[config.mk]
export PLATFORM = sky130hd
export DESIGN_NAME = nco_out_buffer
export DESIGN_NICKNAME = d
export VERILOG_FILES = /design/src/rtl/nco_out_buffer.sv
export SDC_FILE = /design/constraint.sdc
export NUM_CORES = 1
export LEC_CHECK = 0
export ABC_AREA = 1
export BUFFER_PORTS_ARGS = -buffer_cell sky130_fd_sc_hd__buf_2
export CORE_ASPECT_RATIO = 1.25
export CORE_UTILIZATION = 50
export CTS_CLUSTER_SIZE = 20
export DETAILED_ROUTE_END_ITERATION = 12
export PLACE_DENSITY = 0.64
export SYNTH_ARGS = -nofsm -noshare
export SYNTH_HDL_FRONTEND = slang
export SYNTH_SLANG_ARGS = --single-unit
[constraint.sdc]
create_clock -name clk -period 3.3 [get_ports clk]
set_clock_uncertainty 0.05 [all_clocks]
set_input_delay 0.66 -clock clk [delete_from_list [all_inputs] [get_ports clk]]
set_output_delay 0.66 -clock clk [all_outputs]
set_load 0.005 [all_outputs]
[src/rtl/nco_out_buffer.sv]
// NCO output buffer: captures 12-bit samples into a FIFO and streams them out MSB nibble first.
// Optional decimation of incoming samples when NCO_OBUF_DECIM_EN is defined.
module nco_out_buffer #(
    parameter int unsigned DW    = 12,
    parameter int unsigned DEPTH = 8,
    parameter int unsigned NW    = 4
) (
    input  logic                     clk,
    input  logic                     rstn,
    input  logic                     Clr,
    input  logic                     Vld,
    input  logic [DW-1:0]            Din,
`ifdef NCO_OBUF_DECIM_EN
    input  logic [3:0]               Dec,
`endif
    output logic [NW-1:0]            Dout,
    output logic                     Dvld,
    input  logic                     Drdy,
    output logic                     Sof,
    output logic [$clog2(DEPTH):0]   Level,
    output logic                     Ovf
);

    localparam int unsigned AW = $clog2(DEPTH);
    localparam int unsigned LW = AW + 1;
    localparam int unsigned NS = DW / NW;
    localparam int unsigned IW = (NS > 1) ? $clog2(NS) : 1;
    localparam logic [IW-1:0] IdxLast = IW'(NS - 1);

    typedef enum logic {StIdle, StSend} state_e;

    state_e          state_q;
    logic [DW-1:0]   mem [DEPTH];
    logic [AW-1:0]   wptr_q, rptr_q;
    logic [LW-1:0]   level_q;
    logic [DW-1:0]   sr_q;
    logic [IW-1:0]   idx_q;
    logic            ovf_q;
    logic            sel, full, pop, push, drop;

`ifdef NCO_OBUF_DECIM_EN
    logic [3:0]      dc_q;
    assign sel = (dc_q == 4'd0);
`else
    assign sel = 1'b1;
`endif

    assign full = (level_q == LW'(DEPTH));
    // Pop either to start a sample from idle or to chain the next one after the last nibble.
    assign pop  = !Clr && (level_q != '0) &&
                  ((state_q == StIdle) || (Drdy && (idx_q == IdxLast)));
    assign push = !Clr && Vld && sel && (!full || pop);
    assign drop = !Clr && Vld && sel && !push;

    always_ff @(posedge clk) begin
        if (push) begin
            mem[wptr_q] <= Din;
        end
    end

    always_ff @(posedge clk or negedge rstn) begin
        if (!rstn) begin
            state_q <= StIdle;
            wptr_q  <= '0;
            rptr_q  <= '0;
            level_q <= '0;
            sr_q    <= '0;
            idx_q   <= '0;
            ovf_q   <= 1'b0;
`ifdef NCO_OBUF_DECIM_EN
            dc_q    <= 4'd0;
`endif
        end else if (Clr) begin
            state_q <= StIdle;
            wptr_q  <= '0;
            rptr_q  <= '0;
            level_q <= '0;
            sr_q    <= '0;
            idx_q   <= '0;
            ovf_q   <= 1'b0;
`ifdef NCO_OBUF_DECIM_EN
            dc_q    <= 4'd0;
`endif
        end else begin
            if (push) wptr_q <= wptr_q + 1'b1;
            if (pop)  rptr_q <= rptr_q + 1'b1;
            if (push && !pop)      level_q <= level_q + 1'b1;
            else if (pop && !push) level_q <= level_q - 1'b1;
            if (drop) ovf_q <= 1'b1;
`ifdef NCO_OBUF_DECIM_EN
            if (Vld) dc_q <= (dc_q == Dec) ? 4'd0 : dc_q + 4'd1;
`endif
            unique case (state_q)
                StIdle: begin
                    if (pop) begin
                        sr_q    <= mem[rptr_q];
                        idx_q   <= '0;
                        state_q <= StSend;
                    end
                end
                StSend: begin
                    if (Drdy) begin
                        if (idx_q != IdxLast) begin
                            sr_q  <= sr_q << NW;
                            idx_q <= idx_q + 1'b1;
                        end else if (pop) begin
                            sr_q  <= mem[rptr_q];
                            idx_q <= '0;
                        end else begin
                            state_q <= StIdle;
                        end
                    end
                end
                default: state_q <= StIdle;
            endcase
        end
    end

    // Outputs come straight from flops, so an async reset clears them immediately.
    assign Dvld  = (state_q == StSend);
    assign Dout  = sr_q[DW-1 -: NW];
    assign Sof   = Dvld && (idx_q == '0);
    assign Level = level_q;
    assign Ovf   = ovf_q;

endmodule

# [Word-level counts from Yosys, hierarchy flattened]
# Memories as Yosys holds them, arrays and structs flattened.
# Index checks and enable logic that the tools add are counted.
[word_totals] regBits=26 ram_bits=96 in_bits=17 output_inout_bits=11 wordCells=65 memories=1
[mem_list] name="mem" depth=8 width=12 read_ports=1 rd_clocked_by_memory_dff=0 write_ports=1 line="33" source="logic [DW-1:0] mem [DEPTH];"
[classes] add_sub_neg=5 n_eq_ne=4 n_mux=26 n_bitwise=1 reduce_logical=21
[op_table] op="12-bit 2-to-1 mux" n=4
[op_table] op="12-bit case mux with 2 select lines" n=1
[op_table] op="3-bit 2-to-1 mux" n=4
[op_table] op="4-bit 2-to-1 mux" n=3
[op_table] op="1-bit logical AND" n=9
[op_table] op="1-bit 2-to-1 mux" n=8
[op_table] op="2-bit 2-to-1 mux" n=4
[op_table] op="3-bit by 1-bit adder with 3-bit output, second input constant" n=2
[op_table] op="2-bit nonzero test" n=3
[op_table] op="4-bit by 1-bit adder with 4-bit output, second input constant" n=1
[op_table] op="4-bit equality test, second input constant" n=1
[op_table] op="1-bit zero test" n=4
[op_table] op="2-bit case mux with 2 select lines" n=1
[op_table] op="4-bit nonzero test" n=1
[op_table] op="4-bit by 1-bit subtractor with 4-bit output, second input constant" n=1
[op_table] op="3-bit != test, second input constant" n=1
[op_table] op="3-bit nonzero test" n=1
[op_table] op="2-bit by 1-bit adder with 2-bit output, second input constant" n=1
[op_table] op="2-bit equality test, second input constant" n=1
[op_table] op="2-bit zero test" n=1
[op_table] op="1-bit logical OR" n=2
[op_table] op="2-bit != test, second input constant" n=1
[op_table] op="1-bit case mux with 2 select lines" n=1
[op_table] op="1-bit NOT" n=1

# [Logic depth before layout (Yosys ltp)]
# Gate-level depths: netlist of run 1.
[logic_depth] depth_word=11 mapped_depth=16 depth_no_buf=16

# [Least setup slack after synthesis of run 1]
# Ideal clock, no wire load.
[synth_timing] path_type="input to register" from="input Vld" to="memory mem[7][0] (enable)" setup_ns=0.396 arrival_ns=2.050 required_time_ns=2.854 setup_slack_ns=0.804 cell_stages=4 n_path_buf=0 cell_sequence="inv_1 -> nor2_1 -> nand2_1 -> nor3_1"
[synth_between] elab_chain_cells=4
[synth_rtl] element="start: declaration" line="11" source="input logic Vld,"
[synth_rtl] element="1-bit logical AND (2 in series)" line="52" source="assign push = !Clr && Vld && sel && (!full || pop);"
[synth_rtl] element="1-bit 2-to-1 mux" line="56" source="if (push) begin"
[synth_rtl] element="1-bit 2-to-1 mux (implied by the code)" line="57" source="mem[wptr_q] <= Din;"
[synth_rtl] element="end: declaration" line="33"
# No other way between the ends.

# [Worst setup path after layout of run 1]
[layout_timing] from="register state_q (netlist: Dvld)" to="register level_q[3] (netlist: Level[3])"
[layout_between] elab_chain_cells=8
[layout_rtl] element="start: declaration" line="32" source="state_e state_q;"
[layout_rtl] element="start signal: assignment" line="63" source="state_q <= StIdle;"
[layout_rtl] element="start signal: assignment" line="74" source="state_q <= StIdle;"
[layout_rtl] element="start signal: assignment" line="98" source="state_q <= StSend;"
[layout_rtl] element="1-bit NOT (*)"
[layout_rtl] element="1-bit logical OR (*)" line="51" source="((state_q == StIdle) || (Drdy && (idx_q == IdxLast)));"
[layout_rtl] element="1-bit logical AND (*)" line="50" source="assign pop = !Clr && (level_q != '0) &&"
[layout_rtl] element="1-bit logical OR" line="52"
[layout_rtl] element="1-bit logical AND" line="52"
[layout_rtl] element="1-bit logical AND / 1-bit zero test (equally long branches)" line="87, 88"
[layout_rtl] element="4-bit 2-to-1 mux / 1-bit logical AND (equally long branches)" line="87, 88"
[layout_rtl] element="4-bit 2-to-1 mux / 3-bit nonzero test (equally long branches)"
[layout_rtl] element="end signal: assignment" line="87" source="if (push && !pop) level_q <= level_q + 1'b1;"
[layout_rtl] element="end signal: assignment" line="88" source="else if (pop && !push) level_q <= level_q - 1'b1;"
[layout_rtl] element="end: declaration" line="35" source="logic [LW-1:0] level_q;"
# Every way passes the cells marked *; elsewhere a longest branch is shown, timed or not.
# A chain may end at the register's enable or synchronous reset.

==> results of run 1 <==
## registers in the layout (all words and copies together) (netlist names)
name    cells
mem        96
sr_q       12
Level       4
rptr_q      3
wptr_q      3
idx_q       2
Dvld        1
Ovf         1
## final timing paths
kind                         start       end  slack [ns]
max reg2reg                   Dvld  Level[3]        0.94
min                           rstn   sr_q[8]        0.20
max in group asynchronous     rstn   sr_q[6]        2.60
min reg2reg                sr_q[3]   sr_q[3]        0.43
min in group clk           sr_q[3]   sr_q[3]        0.43
max                           Dvld  Level[3]        0.94
## through the flow
step / hold slack [ns] / cell area [µm²] / std cells / total power, W / utilization [%]
2_1_floorplan: 0.314 / 5210 / 471 / 0.00278 / -
3_3_place_gp: 0.421 / 5500 / 615 / 0.00307 / 54.4
3_5_place_dp: 0.422 / 5500 / 615 / 0.00310 / 54.4
4_1_cts: 0.213 / 6020 / 647 / 0.00474 / 59.6
5_1_grt: 0.241 / 6020 / 647 / 0.00497 / 59.6
6_report: 0.201 / 6020 / 647 / 0.00472 / 59.6
## kinds of logic after synthesis
family	count (synthesis)	share of synthesized area [%]
and+or+nand+nor	247	20.5
DFF	122	67.8
buffers and inverters	48	4.37
AOI/OAI and AO/OA	47	5.57
adders and majority gates	5	1.35
xor gates and xnor gates	2	0.336
## layout make-up
class                      instances  area, µm²
multi-input combinational        301       1470
clock buffer                      27        473
tap                              129        161
inverter                          25       93.8
fill                             841       4090
timing repair buffer              38        243
clock inverter                     5       48.8
sequential                       122       3530
## power groups by stage
stage | clock, W | combinational (W) | sequential [W]
after floorplan | 0 | 0.000864 | 0.00192
after global placement | 0 | 0.00113 | 0.00193
after detailed placement | 0 | 0.00116 | 0.00194
after CTS | 0.00166 | 0.00117 | 0.00191
after global routing | 0.00173 | 0.00130 | 0.00193
final | 0.00165 | 0.00116 | 0.00191
## Yosys cell counts, types with 2 or more instances
cell	number
a31oi_1	2
inv_1	18
xnor2_1	2
nand2_1	151
inv_2	7
nand3_4	2
o21ai_0	7
o31ai_1	4
a21oi_1	13
nor2_1	15
dfrtp_1	26
nand3_1	69
nor3_1	4
edfxtp_1	96
buf_2	11
buf_4	7
nand2_2	4
o21ai_1	7
o22ai_1	3
ha_1	4
clkbuf_1	4
a21boi_0	7
## cells in the final DEF, fill, tap and decap left out, drive strengths merged
cell type and instances:
edfxtp 96, a21boi 8, bufinv 1, clkbuf 27, inv 25, ha 4, o2bb2ai 1, a31oi 2
o21ai 15, xnor2 2, fa 1, clkinv 4, buf 38, nand3 72, nor3 4, o31ai 4
a21oi 14, dfrtp 26, o22ai 3, nand2 155, nor2 16
## per-layer routing
| layer | up-vias | GRT usage [%] |
|---|---|---|
| met5 | - | 0 |
| met3 | 24 | 5.73 |
| met2 | 104 | 38.6 |
| met4 | 0 | 13.3 |
| met1 | 1621 | 27.8 |
| li1 | 1683 | - |
## worst max-delay path, stage by stage (launching register included)
cell and delay [ns]:
dfrtp_1 0.48, nand2_2 0.11, nand2_2 0.19, inv_2 0.09, nand3_4 0.15, nand3_4 0.14, ha_1 0.36, a21oi_1 0.22
nand2_1 0.08, nand2_1 0.06, nand2_1 0.06, nor2_1 0.12, nor2_1 0.06, nand2_1 0.05, nand2_1 0.04
==> impl_metrics.yaml, run 1 <==
die:
  core-area_um2: 10100
  fp.dieW_um: 93.3
  ioPinCount: 28
  dieArea_um2: 10800
  start_util_pct: 51.5
  std_cell_rows: 41
  die_height_um: 116
global_route:
  grt_use_total_pct: 23.3
  grt_pass1_wl_mm: 18.0
  antenna_found_initial: 0
  grt_max_degree: 51
  grt_pass1_vias: 3464
  overflow: 0
sta:
  period_needed_ns: 2.36
  fmax_mhz: 423
  report.final.slew_viol_count: 0
  rsz0062_at_grt: "no"
  fin_crit_sh_pct: 71.6
  final_hold_viol_count: 0
  fin_setup_tns_ns: 0
  slew_headroom_pct: 39.9
  setup_viol: 0
  worst_pin_slew_ns: 0.900
  timing.final.ws_setup_ns: 0.937
critical_path:
  path_class: "reg -> reg"
  startpoint_type: "flop"
  end_kind: "flop"
  required_ns: 3.56
  arrival_ns: 2.62
  rr_worst_depth: 14
  critPathMaxFanout: 11
yosys:
  synth_area_per_cell_um2: 11.1
  synthTopCellsByArea: "edfxtp_1, dfrtp_1, nand2_1"
  seq_area_frac_synth_pct: 67.8
  post_synth_inst_count: 471
  yosys_warnings: 0
  synth_flop_cell: "edfxtp_1"
  yosysTopAreaCellShare_pct: 55.3
  netlist_area_um2: 5210
  yosys.area.top_type: "edfxtp_1"
  ys_ff_latch: 122
  syn-num-nets: 493
  synth_edf_count: 96
  ys_types: 30
  synthArstFlopShare_pct: 21.3
detailed_routing:
  met3_length_um: 594
  wirelength_mm: 11.5
  top_layer: "met4"
  drt_iter0_drc: 195
  num_vias: 3432
  m1WireLength_mm: 4.82
  route.detailed.drc: 0
  wl_per_cell_um: 17.7
  viasPerCell: 5.30
  ant_nets: 0
  routed-wl-met2_mm: 5.71
  firstDrtPassIters: 5
place:
  dp_hpwl_mm: 6.82
  gp_congestion: 0.840
  port_buffers: 27
  pre_cts_slack_ns: 0.637
cts:
  cts_setup_buffers: 0
  cts_tree: "done"
  clock_latency_ns: 0.42
  ctsResizeCount: 0
  postCtsHoldBufs: 0
  clkSinkCount: 122
  cts_max_path_buffers: 2
  clk_pin_slew_ns: 0.05
  cts-buffers-inserted: 17
  htree_levels: 4
  cts_root_buf: "clkbuf_16"
worst_hold_path:
  hold_class: "in -> async"
final_layout:
  area_delta_synth_final_pct: 15.6
  nets: 527
  layout-drive-gt1-share_pct: 15.6
  antenna_cells: 0
power_and_ir_drop:
  ir_drop_mv: 0.363
  clockPowerShare_pct: 34.9
  p_int_w: 0.00323
  p_leak_nw: 2.39
  swShare_pct: 31.6
  pwr-share-comb_pct: 24.5
  p_switching_w: 0.00149
  p_per_area_nw_per_um2: 784
  pwr-share-seq_pct: 40.5
outcome:
  status: "finished, final reports clean"
job:
  cap_viol_max_count: 0
No activity file was read; power rests on OpenSTA's default activity.
==> run 2, diff against run 1 <==
--- a/config.mk
+++ b/config.mk
@@ -11,7 +11,7 @@
 export CORE_UTILIZATION = 50
 export CTS_CLUSTER_SIZE = 20
 export DETAILED_ROUTE_END_ITERATION = 12
-export PLACE_DENSITY = 0.64
+export PLACE_DENSITY = 0.67
 export SYNTH_ARGS = -nofsm -noshare
 export SYNTH_HDL_FRONTEND = slang
 export SYNTH_SLANG_ARGS = --single-unit
==> constraint.sdc (replaced) <==
create_clock -name clk -period 2 [get_ports clk]
set_clock_uncertainty 0.05 [all_clocks]
set_input_delay 0.4 -clock clk [delete_from_list [all_inputs] [get_ports clk]]
set_output_delay 0.4 -clock clk [all_outputs]
set_load 0.005 [all_outputs]
==> impl_metrics.yaml, run 2 (synthesis results as in run 1) <==
detailed_routing:
  ant_nets: 0
  wirelength_mm: 11.1
  viasPerCell: 5.36
  num_vias: 3595
  route.detailed.drc: 0
  wl_per_cell_um: 16.5
  drt_iter0_drc: 262
  firstDrtPassIters: 4
power_and_ir_drop:
  p_switching_w: 0.00253
  p_int_w: 0.00557
  p_per_area_nw_per_um2: 1290
  clockPowerShare_pct: 35.4
  p_leak_nw: 2.53
  pwr-share-seq_pct: 38.9
  pwr-share-comb_pct: 25.7
  ir_drop_mv: 0.754
  swShare_pct: 31.3
  fin_total_pwr_w: 0.00810
place:
  port_buffers: 27
  gp_congestion: 0.823
  dp_hpwl_mm: 7.22
  dpl-instance-area_um2: 5650
global_route:
  overflow: 0
  grt_pass1_vias: 3389
  grt_use_total_pct: 22.4
  antenna_found_initial: 0
  grt_pass1_wl_mm: 17.5
  grt_max_degree: 41
final_layout:
  nets: 551
  final_cell_mix: "nand2_1, edfxtp_1, nand3_1"
  largest_reg_flops: 96
  final_common_cell: "nand2_1"
  top_register: "mem"
  antenna_cells: 0
  fin_area_um2: 6270
  area_delta_synth_final_pct: 20.3
  layout-drive-gt1-share_pct: 21.6
worst_hold_path:
  hold_class: "in -> reg"
  worstHoldPathCells: 2
sta:
  final_hold_viol_count: 0
  report.final.slew_viol_count: 0
  fin_crit_sh_pct: 94.5
  slew_headroom_pct: 60.9
  setup_viol: 0
  fin_setup_tns_ns: 0
  worst_pin_slew_ns: 0.586
  worst_hold_slack_ns: 0.172
  fmax_mhz: 529
  period_needed_ns: 1.89
cts:
  cts_max_path_buffers: 2
  htree_levels: 4
  clkSinkCount: 122
  clk_pin_slew_ns: 0.05
  cts_root_buf: "clkbuf_16"
  cts-buffers-inserted: 17
  cts_tree: "done"
  clock_latency_ns: 0.41
critical_path:
  startpoint_type: "flop"
  arrival_ns: 2.14
  rr_worst_depth: 13
  critPathMaxFanout: 5
  end_kind: "flop"
  required_ns: 2.25
  path_class: "reg -> reg"
die:
  dieArea_um2: 10800
  ioPinCount: 28
  core-area_um2: 10100
  die_height_um: 116
  fp.dieW_um: 93.3
  std_cell_rows: 41
  start_util_pct: 51.5
job:
  cap_viol_max_count: 0
outcome:
  status: "finished, final reports clean"
run 2: cell count changes in the layout (fill, tap and decap cells not counted), sizes merged:
cell	delta
clkbuf	-8
bufinv	+1
inv	+1
clkinvlp	+3
buf	+23
dlygate4sd3	+1
clkinv	+3
run 2: final timing paths:
check | slack, ns | endpoint | startpoint
setup / recovery | 0.11 | Level[3] | Level[2]
hold / removal | 0.17 | Dvld | Clr
setup reg to reg | 0.11 | Level[3] | Level[2]
hold reg to reg | 0.43 | sr_q[9] | sr_q[9]
max in group asynchronous | 1.01 | Level[2] | rstn
min in group asynchronous | 0.47 | sr_q[9] | rstn
run 2: layer usage:
layer,track usage (%),vias to the layer above,part of all wire (%)
li1,-,1735,-
met1,27.4,1732,42
met2,36.5,106,50
met3,7.10,22,5.4
met4,10.6,0,2.3
met5,0,-,0
run 2: power by group through the flow:
stage	registers, W	logic, W	clock network, W
2_1_floorplan	0.00317	0.00143	0
6_report	0.00315	0.00208	0.00287
3_3_place_gp	0.00318	0.00194	0
3_5_place_dp	0.00319	0.00200	0
5_1_grt	0.00318	0.00233	0.00302
4_1_cts	0.00314	0.00202	0.00290
run 2: final cells by class:
cell class / count / area (µm²)
Clock buffer: 19 / 433
Clock inverter: 13 / 128
Fill cell: 784 / 3840
Inverter: 25 / 93.8
Multi-Input combinational cell: 301 / 1490
Sequential cell: 122 / 3540
Tap cell: 129 / 161
Timing Repair Buffer: 62 / 425
run 2: repair_timing:
| action | 4_1_cts | 5_1_grt |
|---|---|---|
| resized for setup | 1 | 6 |
| pin swaps | 0 | 1 |
| hold buffers | 1 | 0 |
| setup buffers | 0 | 3 |
| setup endpoints to repair | 1 | 3 |
| hold endpoints to repair | 26 | 0 |
| cloned | 0 | 0 |
run 2: per-stage QoR:
stage	instances	setup slack (ns)	util, %
floorplan	471	-0.279	-
global placement	635	0.0600	55.9
detailed placement	635	-0.0219	55.9
CTS	668	0.0286	61.6
global route	671	-0.00757	62.0
finish	671	0.110	62.0
run 2: critical path, stage by stage, from the launching register on:
cell	delay (ns)
dfrtp_2	0.44
nor2_1	0.13
nand2_2	0.09
nand3_4	0.11
nand3_4	0.09
ha_4	0.25
a21oi_2	0.14
nand2_1	0.08
nand2_1	0.06
nand2_1	0.06
nor2_1	0.12
nor2_1	0.06
nand2_1	0.06
nand2_1	0.05
